### config.mk
export PLATFORM = sky130hd
export DESIGN_NAME = mem_access_unit
export DESIGN_NICKNAME = d
export VERILOG_FILES = /design/src/rtl/mem_access_unit.sv
export SDC_FILE = /design/constraint.sdc
export NUM_CORES = 1
export LEC_CHECK = 0
export ABC_AREA = 1
export CORE_MARGIN = 3
export CORE_UTILIZATION = 30
export CTS_CLUSTER_DIAMETER = 80
export CTS_CLUSTER_SIZE = 20
export DETAILED_ROUTE_END_ITERATION = 8
export DONT_BUFFER_PORTS = 1
export GPL_ROUTABILITY_DRIVEN = 0
export PLACE_DENSITY_LB_ADDON = 0.2
export SETUP_SLACK_MARGIN = 0.4
export SLEW_MARGIN = 20
export SYNTH_ARGS = -nofsm -noshare
export SYNTH_HDL_FRONTEND = slang
export SYNTH_SLANG_ARGS = --single-unit
### constraint.sdc
create_clock -name clk -period 4.3 [get_ports clk]
set_input_delay 0.645 -clock clk [delete_from_list [all_inputs] [get_ports clk]]
set_output_delay 0.645 -clock clk [all_outputs]
set_load 0.01 [all_outputs]
### src/rtl/mem_access_unit.sv
// mem_access_unit
//   Initiator side of a single-port 32-bit word memory for the core's
//   load/store path. Requests arrive from the execute stage over a
//   valid/ready handshake. The unit performs RV32I byte, halfword and word
//   loads with sign or zero extension. The memory has no byte enables, so
//   sub-word stores are done by read-modify-write.
//
// Ports
//   clk, rst          clock; asynchronous active-low reset
//   req_valid/ready   request handshake (ready only while IDLE)
//   req_we            1=store, 0=load
//   req_size          00 byte, 01 half, 10 word, 11 illegal
//   req_unsigned      loads only: zero-extend when set
//   req_addr          byte address
//   req_wdata         store data, sub-word data in the low bits
//   rsp_valid/ready   response handshake
//   rsp_rdata         extended load data, 0 for stores and errors
//   rsp_err           misaligned or illegal-size request
//   mem_ce, mem_wre   memory strobes, active only in RD / WR
//   mem_ad            word-aligned memory address
//   mem_din           memory write data
//   mem_dout          memory read data, valid the cycle after RD
module mem_access_unit #(
  parameter int ADDR_W = 8
) (
  input  logic              clk,
  input  logic              rst,
  input  logic              req_valid,
  output logic              req_ready,
  input  logic              req_we,
  input  logic [1:0]        req_size,
  input  logic              req_unsigned,
  input  logic [ADDR_W-1:0] req_addr,
  input  logic [31:0]       req_wdata,
  output logic              rsp_valid,
  input  logic              rsp_ready,
  output logic [31:0]       rsp_rdata,
  output logic              rsp_err,
  output logic              mem_ce,
  output logic              mem_wre,
  output logic [ADDR_W-1:0] mem_ad,
  output logic [31:0]       mem_din,
  input  logic [31:0]       mem_dout
);

  typedef enum logic [2:0] {IDLE, RD, LATCH, WR, DONE} state_t;

  // Latched request. Only the low half of the store data is kept:
  // word stores load mem_din straight from the request port.
  typedef struct packed {
    logic              we;
    logic [1:0]        size;
    logic              uns;
    logic [ADDR_W-1:0] addr;
    logic [15:0]       wdata;
  } req_t;

  state_t state, nxt;
  req_t   rq;

  logic        accept, err_in;
  logic [7:0]  bsel;
  logic [15:0] hsel;
  logic [31:0] ld_ext, st_merge;

  assign accept = req_valid && req_ready;
  assign err_in = (req_size == 2'b11) ||
                  (req_size == 2'b01 && req_addr[0]) ||
                  (req_size == 2'b10 && req_addr[1:0] != 2'b00);

  // Strobes decode straight from state, so an async reset kills them at once.
  assign req_ready = (state == IDLE);
  assign rsp_valid = (state == DONE);
  assign mem_ce    = (state == RD) || (state == WR);
  assign mem_wre   = (state == WR);
  assign mem_ad    = {rq.addr[ADDR_W-1:2], 2'b00};

  always_comb begin
    nxt = state;
    case (state)
      IDLE:  if (accept) begin
               if (err_in)                          nxt = DONE;
               else if (!req_we || req_size != 2'b10) nxt = RD;
               else                                 nxt = WR;
             end
      RD:    nxt = LATCH;
      LATCH: nxt = rq.we ? WR : DONE;
      WR:    nxt = DONE;
      DONE:  if (rsp_ready) nxt = IDLE;
      default: nxt = IDLE;
    endcase
  end

  // Lane extraction / merge on the word returned by the read.
  always_comb begin
    bsel = mem_dout[7:0];
    case (rq.addr[1:0])
      2'd0: bsel = mem_dout[7:0];
      2'd1: bsel = mem_dout[15:8];
      2'd2: bsel = mem_dout[23:16];
      2'd3: bsel = mem_dout[31:24];
      default: bsel = mem_dout[7:0];
    endcase
    hsel = rq.addr[1] ? mem_dout[31:16] : mem_dout[15:0];

    case (rq.size)
      2'b00:   ld_ext = rq.uns ? {24'b0, bsel} : {{24{bsel[7]}}, bsel};
      2'b01:   ld_ext = rq.uns ? {16'b0, hsel} : {{16{hsel[15]}}, hsel};
      default: ld_ext = mem_dout;
    endcase

    st_merge = mem_dout;
    if (rq.size == 2'b00) begin
      case (rq.addr[1:0])
        2'd0: st_merge[7:0]   = rq.wdata[7:0];
        2'd1: st_merge[15:8]  = rq.wdata[7:0];
        2'd2: st_merge[23:16] = rq.wdata[7:0];
        2'd3: st_merge[31:24] = rq.wdata[7:0];
        default: st_merge = mem_dout;
      endcase
    end else if (rq.addr[1]) begin
      st_merge[31:16] = rq.wdata;
    end else begin
      st_merge[15:0]  = rq.wdata;
    end
  end

  always_ff @(posedge clk or negedge rst) begin
    if (!rst) begin
      state     <= IDLE;
      rq        <= '0;
      rsp_rdata <= '0;
      rsp_err   <= 1'b0;
      mem_din   <= '0;
    end else begin
      state <= nxt;
      case (state)
        IDLE: if (accept) begin
          rq <= '{we: req_we, size: req_size, uns: req_unsigned,
                  addr: req_addr, wdata: req_wdata[15:0]};
          rsp_rdata <= '0;
          rsp_err   <= err_in;
          if (req_we && req_size == 2'b10 && !err_in) mem_din <= req_wdata;
        end
        LATCH: begin
          if (rq.we) mem_din   <= st_merge;
          else       rsp_rdata <= ld_ext;
        end
        default: ;
      endcase
    end
  end

endmodule

==> metrics.csv, run 1 <==
stage,metric,value,unit
finish,drive_gt1_frac,0.0734,
synthesis,synth-warning-count,0,
synthesis,synthDistinctLibCells,35,
critical_path,cp_max_fo,57,
finish,layout_common_cells,"362 x nand2_1, 102 x nor2_1, 95 x dfrtp_1",
floorplan,rows,50,
clocking,numCtsBuffers,9,
finish,nets,933,
run,drv_cap,0,
floorplan,initial_utilization,0.312,
finish,syn2layout_area_growth,5.56,%
critical_path,worst_ep_arrival_time,2.83,ns
global_routing,grt_pass1_wl,32900,um
timing,rsz0062_at_grt,false,
placement,io_buffers,0,
routing,routed-via-count,5508,
clocking,clockRootBuffer,clkbuf_16,
finish,post-route-util,0.329,
timing,fin_skew,0.00890,ns
routing,drc,0,
global_routing,antenna_found_initial,0,
finish,antennaDiodeCount,0,
timing,period_needed,2.53,ns
power_and_ir_drop,p_total,0.00507,W
synthesis,seq_area_frac_synth,0.403,
critical_path,required,4.60,ns
routing,avgRoutedWirePerCell,19.1,um
critical_path,crit_type,reg2reg,
floorplan,dieArea,0.0216,mm^2
timing,hold_violations,0,
synthesis,synth_area,0.00596,mm^2
routing,firstDrtPassIters,5,
clocking,htree_levels,3,
clocking,clock_path_buffers,2,
clocking,postCtsSetupBuffers,0,
clocking,cts.clk_slew.worst_paths,0.07,ns
critical_path,crit_path_start_kind,flop,
routing,drtIter0Drc,553,
critical_path,r2r_cells,7,
floorplan,ioPinCount,157,
timing,drv_slew,0,
global_routing,grtUsageTotal,0.196,
clocking,cts_tree,built,
finish,final_common_cell,nand2_1,
floorplan,core,0.0191,mm^2
routing,ant_nets,0,
floorplan,die_width,147,um
timing,relSlewSlack,0.324,
critical_path,end_kind,flop,
power_and_ir_drop,irDropWorstVdd,0.286,mV
clocking,clk_latency,0.37,ns
timing,setup_viol,0,
global_routing,grt_pass1_vias,5413,
synthesis,syn_area_per_cell,6.69,um^2
global_routing,grt_max_degree,97,
hold_path,hp-class,in2async,
routing,via_per_inst,4.93,
critical_path,critPathLaunch,state[2],
power_and_ir_drop,powerDensity,805,mW/mm^2
critical_path,r2r_start,state[2],
outcome,status,finished clean,
timing,tns,0,ns
timing,worst_pin_slew,1.01,ns
timing,post-route-period-util,0.588,
placement,dp_hpwl,15800,um
timing,fmax,395,MHz
synthesis,netlist_instances,891,
floorplan,fp.dieH,147,um
global_routing,grt-ovfl-total,0,
routing,wl,21400,um
synthesis,ys_ff_latch,96,
clocking,clkSinkCount,96,
timing,hold-worst-slack,0.173,ns
power_and_ir_drop,power.leakage,3.20,nW
[repair_timing]
| item | CTS | global route |
|---|---|---|
| hold buffers | 1 | 0 |
| gates resized for setup | 0 | 0 |
| hold endpoints to repair | 96 | 0 |
[worst max-delay path: stages, from the launching register on]
cell	delay (ns)
dfrtp_1	0.41
nor2_2	0.16
nand2_1	0.37
inv_2	0.90
nand3_1	0.28
o21ai_1	0.15
nand2_1	0.08
nand2_1	0.10
[registers in the layout, summed over array words and instances (netlist names)]
| register | count |
|---|---|
| mem_din | 32 |
| rsp_rdata | 32 |
| rq | 22 |
| mem_ad | 6 |
| state | 3 |
| rsp_err | 1 |
[synth_stat cells]
cell type	n	area, um^2
o21bai_1	1	7.51
dfrtp_1	96	2400
or2_2	2	12.5
or2_1	4	25.0
buf_6	5	56.3
clkbuf_1	11	41.3
nor2_4	2	22.5
nand3_2	1	10.0
buf_12	1	20.0
nand3_4	2	35.0
buf_4	16	120
nand2_2	15	93.8
nor2_2	4	25.0
nor3b_1	1	7.51
nor3_1	2	10.0
buf_1	2	7.51
clkinv_1	2	7.51
conb_1	1	3.75
o22ai_1	11	68.8
a21oi_1	26	130
nand3_1	61	305
a22oi_1	1	7.51
o211ai_1	15	113
o21ai_0	43	215
a31oi_1	1	6.26
o21ai_1	17	85.1
nand2_1	362	1360
nor2_1	102	383
nor2_8	1	20.0
a21oi_4	1	16.3
inv_2	10	37.5
buf_2	20	100
o21ai_2	2	17.5
a21oi_2	1	8.76
inv_1	49	184
[final timing paths]
| check | end | slack, ns |
|---|---|---|
| max | mem_din[14] | 1.77 |
| min in group clk | mem_ad[6] | 0.39 |
| max reg2reg | mem_din[14] | 1.77 |
| min reg2reg | mem_ad[6] | 0.55 |
| max in group asynchronous | rsp_rdata[20] | 3.67 |
| min | mem_din[12] | 0.17 |
[layer usage]
layer / part of all wire / wire (um) / GRT usage
met1: 0.45 / 9540 / 0.268
met2: 0.44 / 9410 / 0.303
met3: 0.094 / 2020 / 0.0595
met4: 0.020 / 418 / 0.0517
met5: 0 / 0 / 0
[power breakdown]
group          internal, W  leakage [nW]  switching (W)
clock network     0.000405         0.136       0.000393
logic             0.000704          1.83        0.00168
registers          0.00133          1.24       0.000554
total              0.00244          3.20        0.00263
[layout make-up]
class,instances,area (um^2)
Clock buffer,9,225
Clock inverter,7,63.8
Fill cell,2145,12800
Inverter,61,229
Multi-Input combinational cell,680,2990
Sequential cell,96,2400
Tap cell,260,325
Timing Repair Buffer,5,57.6
[cell families after synthesis]
| family | count (synthesis) | share of synthesized area |
|---|---|---|
| compound gates | 119 | 0.113 |
| buf+inv | 116 | 0.0963 |
| flops | 96 | 0.403 |
| other cells | 1 | 0.000629 |
| simple gates | 559 | 0.387 |
[metrics by stage]
step                      cell area (um^2)  worst slack, ns  cells
final                                 6300             1.77   1118
after CTS                             6300             1.80   1118
after global placement                5980             1.83   1101
after detailed placement              5980             1.81   1101
after global routing                  6300             1.56   1118
after floorplan                       5970             2.75    892
(Power assumes the default switching activity.)
==> inputs of run 2 (changes only) <==
- clock period: 4.3 -> 2.1 ns (I/O delays scaled with it)
==> metrics.csv, run 2 (synthesis results as in run 1) <==
stage,metric,value,unit,change
outcome,status,"finished, violations left",,was finished clean
outcome,violations,negative hold slack,,
routing,avgRoutedWirePerCell,18.9,um,was 19.1 um
clocking,clock_path_buffers,2,,unchanged
power_and_ir_drop,powerDensity,1680,mW/mm^2,was 805 mW/mm^2
critical_path,crit_path_start_kind,flop,,unchanged
finish,area.sequential,0.00241,mm^2,was 0.00240 mm^2
timing,finalWorstSetupSlack,0.485,ns,was 1.77 ns
placement,dp_hpwl,15800,um,about the same
routing,wl,21500,um,"was 21,400 um"
routing,drtIter0Drc,539,,was 553
floorplan,initial_utilization,0.312,,unchanged
finish,drive_gt1_frac,0.106,,was 0.0734
global_routing,antenna_found_initial,1,,was 0
power_and_ir_drop,irDropWorstVdd,0.593,mV,was 0.286 mV
timing,period_needed,1.61,ns,was 2.53 ns
floorplan,core,0.0191,mm^2,unchanged
routing,ant_nets,0,,unchanged
timing,worst_pin_slew,0.528,ns,was 1.01 ns
critical_path,cp_max_fo,25,,was 57
critical_path,end_kind,flop,,unchanged
finish,nets,954,,was 933
global_routing,grt_max_degree,97,,unchanged
timing,rsz0062_at_grt,true,,was false
finish,final_common_cell,nand2_1,,unchanged
placement,io_buffers,0,,unchanged
run,drv_cap,0,,unchanged
finish,final_area,0.00663,mm^2,was 0.00630 mm^2
timing,fin_skew,0.0104,ns,was 0.00890 ns
finish,layout_common_cells,"361 x nand2_1, 96 x nor2_1, 94 x dfrtp_1",,"was 362 x nand2_1, 102 x nor2_1, 95 x dfrtp_1"
global_routing,grt_use_met1,0.262,,was 0.268
global_routing,met2_usage,0.296,,was 0.303
clocking,numCtsBuffers,9,,unchanged
power_and_ir_drop,p_total,0.0111,W,was 0.00507 W
clocking,cts.clk_slew.worst_paths,0.07,ns,about the same
timing,post-route-period-util,0.769,,was 0.588
clocking,clkSinkCount,96,,unchanged
routing,drc,0,,unchanged
clocking,htree_levels,3,,unchanged
timing,drv_slew,0,,unchanged
clocking,clockRootBuffer,clkbuf_16,,unchanged
finish,syn2layout_area_growth,11.2,%,was 5.56%
floorplan,die_width,147,um,unchanged
global_routing,grt-ovfl-total,0,,unchanged
global_routing,grt_pass1_wl,32500,um,"was 32,900 um"
timing,hold_violations,96,,was 0
placement,post-place-ws,0.321,ns,was 1.81 ns
finish,fillers,2169,,"was 2,145"
floorplan,ioPinCount,157,,unchanged
finish,multi_input_area,0.00307,mm^2,was 0.00299 mm^2
floorplan,fp.dieH,147,um,unchanged
power_and_ir_drop,power.leakage,3.35,nW,was 3.20 nW
timing,hold-worst-slack,-0.360,ns,was 0.173 ns
clocking,clk_latency,0.36,ns,was 0.37 ns
global_routing,use_met3,0.0617,,was 0.0595
global_routing,busiest_layer,met2,,unchanged
hold_path,hp-class,in2async,,unchanged
placement,placedInstanceArea,0.00614,mm^2,was 0.00598 mm^2
timing,relSlewSlack,0.645,,was 0.324
floorplan,rows,50,,unchanged
finish,antennaDiodeCount,0,,unchanged
routing,routed-via-count,5643,,"was 5,508"
finish,reg_top3,"mem_din (32), rsp_rdata (32), rq (22)",,unchanged
critical_path,worst_ep_arrival_time,1.87,ns,was 2.83 ns
timing,tns,0,ns,unchanged
critical_path,crit_type,reg2reg,,unchanged
routing,via_per_inst,4.95,,was 4.93
clocking,cts_tree,built,,unchanged
critical_path,required,2.36,ns,was 4.60 ns
global_routing,grt_pass1_vias,5515,,"was 5,413"
global_routing,grtUsageTotal,0.194,,was 0.196
timing,setup_viol,0,,unchanged
routing,firstDrtPassIters,6,,was 5
floorplan,dieArea,0.0216,mm^2,unchanged
timing,fmax,619,MHz,was 395 MHz
[run 2: critical path, cell delays in order (launching register included)]
cell and delay (ns):
dfrtp_4 0.56, inv_2 0.15, buf_12 0.18, nand2_1 0.09
nand3_1 0.09, nand2_1 0.06, nor2_2 0.20, nor2_1 0.06
nand2_1 0.06, nand2_1 0.05
[run 2: worst paths after layout]
path / start / to / slack [ns] / cells after the start
worst max register to register: rq[17] / mem_din[3] / 0.49 / 9
worst max-delay path: rq[17] / mem_din[3] / 0.49 / 9
max in group asynchronous: rst / rq[17] / 2.31 / 0
worst min register to register: mem_ad[6] / mem_ad[6] / 0.54 / 2
worst min-delay path: rst / mem_din[15] / -0.36 / 0
min in group clk: req_addr[3] / mem_ad[3] / 0.07 / 2
[run 2: cell type report]
cell class | count | share of cell area
repair buffers | 24 | 0.0407
flip-flops and latches | 96 | 0.363
clock buffers | 10 | 0.0345
clock inverters | 6 | 0.0140
inverters | 61 | 0.0364
well taps | 260 | 0.0490
multi-input cells | 682 | 0.462
[run 2: metal layers]
layer  vias to the layer above  routed length, um
met2                       221               9560
met5                         -                 12
met4                         2                489
li1                       2765                  -
met1                      2630               9450
met3                        25               2010
[run 2: report_power, final]
group / internal, W / switching (W) / total, W
clock network: 0.00105 / 0.000759 / 0.00181
logic: 0.00187 / 0.00361 / 0.00548
registers: 0.00274 / 0.00109 / 0.00383
total: 0.00566 / 0.00545 / 0.0111
[run 2: repair_timing]
action,in CTS,in global routing
setup buffers,0,4
cloned,1,2
setup endpoints to repair,34,65
hold endpoints to repair,96,96
gates resized for setup,1,26
pin swaps,0,1
[run 2: metrics by stage]
| stage | utilization | instances |
|---|---|---|
| 5_1_grt | 0.346 | 1139 |
| 6_report | 0.346 | 1139 |
| 4_1_cts | 0.339 | 1133 |
| 3_3_place_gp | 0.321 | 1116 |
| 2_1_floorplan | - | 892 |
| 3_5_place_dp | 0.321 | 1116 |
==> inputs of run 3 (changes only) <==
- clock period: 2.1 -> 1.62 ns (I/O delays scaled with it)
==> metrics.csv, run 3 (synthesis results as in run 1) <==
stage,metric,value,unit,change
global_routing,busiest_layer,met2,,unchanged
floorplan,ioPinCount,157,,unchanged
timing,hold_violations,96,,unchanged
floorplan,die_width,147,um,unchanged
global_routing,grt_pass1_wl,36000,um,"was 32,500 um"
timing,setup_viol,0,,unchanged
placement,io_buffers,0,,unchanged
power_and_ir_drop,power.leakage,4.13,nW,was 3.35 nW
timing,hold-worst-slack,-0.424,ns,was -0.360 ns
critical_path,path_buf_inv,3,,was 2
timing,fmax,646,MHz,was 619 MHz
global_routing,met2_usage,0.338,,was 0.296
run,drv_cap,0,,unchanged
critical_path,required,1.87,ns,was 2.36 ns
finish,antennaDiodeCount,0,,unchanged
timing,period_needed,1.55,ns,was 1.61 ns
critical_path,cp_slowest_cell,dfrtp_2,,was dfrtp_4
placement,dp_hpwl,16400,um,"was 15,800 um"
power_and_ir_drop,seqPwrFrac,0.273,,was 0.344
finish,layout_common_cells,"293 x nand2_1, 94 x dfrtp_1, 84 x nor2_1",,"was 361 x nand2_1, 96 x nor2_1, 94 x dfrtp_1"
global_routing,grt_pass1_vias,5869,,"was 5,515"
clocking,clock_path_buffers,2,,unchanged
clocking,cts_tree,built,,unchanged
critical_path,worst_ep_arrival_time,1.79,ns,was 1.87 ns
power_and_ir_drop,p_sw,0.00860,W,was 0.00545 W
floorplan,dieArea,0.0216,mm^2,unchanged
outcome,violations,negative hold slack,,unchanged
power_and_ir_drop,power_frac_clock,0.131,,was 0.163
clocking,clockRootBuffer,clkbuf_16,,unchanged
routing,via_per_inst,5.04,,was 4.95
clocking,clkSinkCount,96,,unchanged
timing,fin_skew,0.0120,ns,was 0.0104 ns
hold_path,hp-class,in2async,,unchanged
global_routing,grt_use_met1,0.296,,was 0.262
critical_path,cp_max_fo,6,,was 25
routing,drtIter0Drc,486,,was 539
critical_path,path_delay_family,simple AND/OR/NAND/NOR gates,,unchanged
routing,drc,0,,unchanged
finish,reg_top3,"mem_din (32), rsp_rdata (32), rq (22)",,unchanged
critical_path,cp_cell_sequence,buf_12 -> nand2_8 -> inv_4 -> nand2_4 -> nand3_4 -> nand3_4 -> buf_6 -> nand3_2 -> nand2_2 -> nand2_1,,was inv_2 -> buf_12 -> nand2_1 -> nand3_1 -> nand2_1 -> nor2_2 -> nor2_1 -> nand2_1 -> nand2_1
routing,avgRoutedWirePerCell,20.1,um,was 18.9 um
clocking,numCtsBuffers,9,,unchanged
clocking,cts.clk_slew.worst_paths,0.08,ns,was 0.07 ns
finish,nets,1033,,was 954
power_and_ir_drop,power.internal,0.00965,W,was 0.00566 W
finish,final_common_cell,nand2_1,,unchanged
routing,routed-via-count,6134,,"was 5,643"
timing,post-route-period-util,0.955,,was 0.769
critical_path,critPathMostFrequentCell,nand3_4,,was nand2_1
critical_path,crit_path_start_kind,flop,,unchanged
power_and_ir_drop,powerDensity,2160,mW/mm^2,was 1680 mW/mm^2
floorplan,rows,50,,unchanged
finish,syn2layout_area_growth,41.5,%,was 11.2%
global_routing,use_met3,0.0623,,was 0.0617
floorplan,fp.dieH,147,um,unchanged
timing,tns,0,ns,unchanged
routing,wl,24500,um,"was 21,500 um"
finish,final_cells,1217,,"was 1,139"
routing,firstDrtPassIters,5,,was 6
floorplan,initial_utilization,0.312,,unchanged
placement,place_inst,1139,,"was 1,116"
global_routing,antenna_found_initial,1,,unchanged
finish,fillers,1982,,"was 2,169"
timing,drv_slew,0,,unchanged
outcome,status,"finished, violations left",,unchanged
routing,ant_nets,0,,unchanged
floorplan,core,0.0191,mm^2,unchanged
finish,final_area,0.00844,mm^2,was 0.00663 mm^2
global_routing,grt_max_degree,97,,unchanged
finish,drive_gt1_frac,0.306,,was 0.106
critical_path,end_kind,flop,,unchanged
critical_path,cpPeakStageDelay,0.50,ns,was 0.56 ns
clocking,clk_latency,0.36,ns,about the same
global_routing,grt-ovfl-total,0,,unchanged
clocking,htree_levels,3,,unchanged
timing,rsz0062_at_grt,true,,unchanged
critical_path,crit_type,reg2reg,,unchanged
global_routing,grtUsageTotal,0.216,,was 0.194
power_and_ir_drop,p_comb_frac,0.596,,was 0.493
power_and_ir_drop,irDropWorstVdd,0.895,mV,was 0.593 mV
power_and_ir_drop,swShare,0.471,,was 0.491
placement,placedInstanceArea,0.00644,mm^2,was 0.00614 mm^2
==> run 3: metal layers <==
layer | share of wire | routed length [um]
met4 | 0.025 | 621
met5 | 0.00078 | 19
met2 | 0.46 | 11200
met1 | 0.43 | 10400
met3 | 0.091 | 2230
==> run 3: per-stage QoR <==
| step | setup slack [ns] | utilization | total power [W] |
|---|---|---|---|
| 2_1_floorplan | 0.256 | - | 0.0102 |
| 3_3_place_gp | 0.0175 | 0.336 | 0.0123 |
| 3_5_place_dp | -0.00586 | 0.336 | 0.0123 |
| 4_1_cts | 0.0948 | 0.411 | 0.0171 |
| 5_1_grt | -0.000242 | 0.441 | 0.0196 |
| 6_report | 0.0727 | 0.441 | 0.0182 |
==> run 3: final cells by class <==
type	instances	area (um^2)	share of cell area
clock buffer	10	239	0.0283
clock inverter	5	86.3	0.0102
inverter	61	270	0.0320
multi-input combinational	682	3680	0.436
sequential	96	2400	0.285
tap	260	325	0.0385
timing repair buffer	103	1430	0.170
==> run 3: what timing repair did <==
item,4_1_cts,5_1_grt
resized for setup,147,111
endpoints found under the hold margin,114,97
setup endpoints to repair,100,99
gates cloned,14,5
pin swaps,18,52
hold buffers,18,1
setup buffers,17,8
==> run 3: power by group through the flow <==
stage | sequential (W) | clock (W) | combinational, W
after global placement | 0.00500 | 0 | 0.00729
after global routing | 0.00516 | 0.00256 | 0.0118
after CTS | 0.00501 | 0.00247 | 0.00960
after floorplan | 0.00456 | 0 | 0.00564
final | 0.00498 | 0.00239 | 0.0109
after detailed placement | 0.00498 | 0 | 0.00732
==> run 3: path summary, 6_finish.rpt <==
kind | from | end | slack (ns) | cells after the start
max reg2reg | rq[17] | rsp_rdata[10] | 0.07 | 10
max in group asynchronous | rst | mem_din[2] | 1.90 | 0
max | rq[17] | rsp_rdata[10] | 0.07 | 10
min | rst | mem_din[29] | -0.42 | 0
min reg2reg | rq[8] | rq[8] | 0.54 | 2
min in group clk | req_size[1] | rq[26] | 0.02 | 2
==> run 3: worst register-to-register path, delay by kind of cell (launching register included) <==
family / cells / cell delay (ns)
DFF: 1 / 0.50
buffers and inverters: 3 / 0.37
and+or+nand+nor: 7 / 0.56
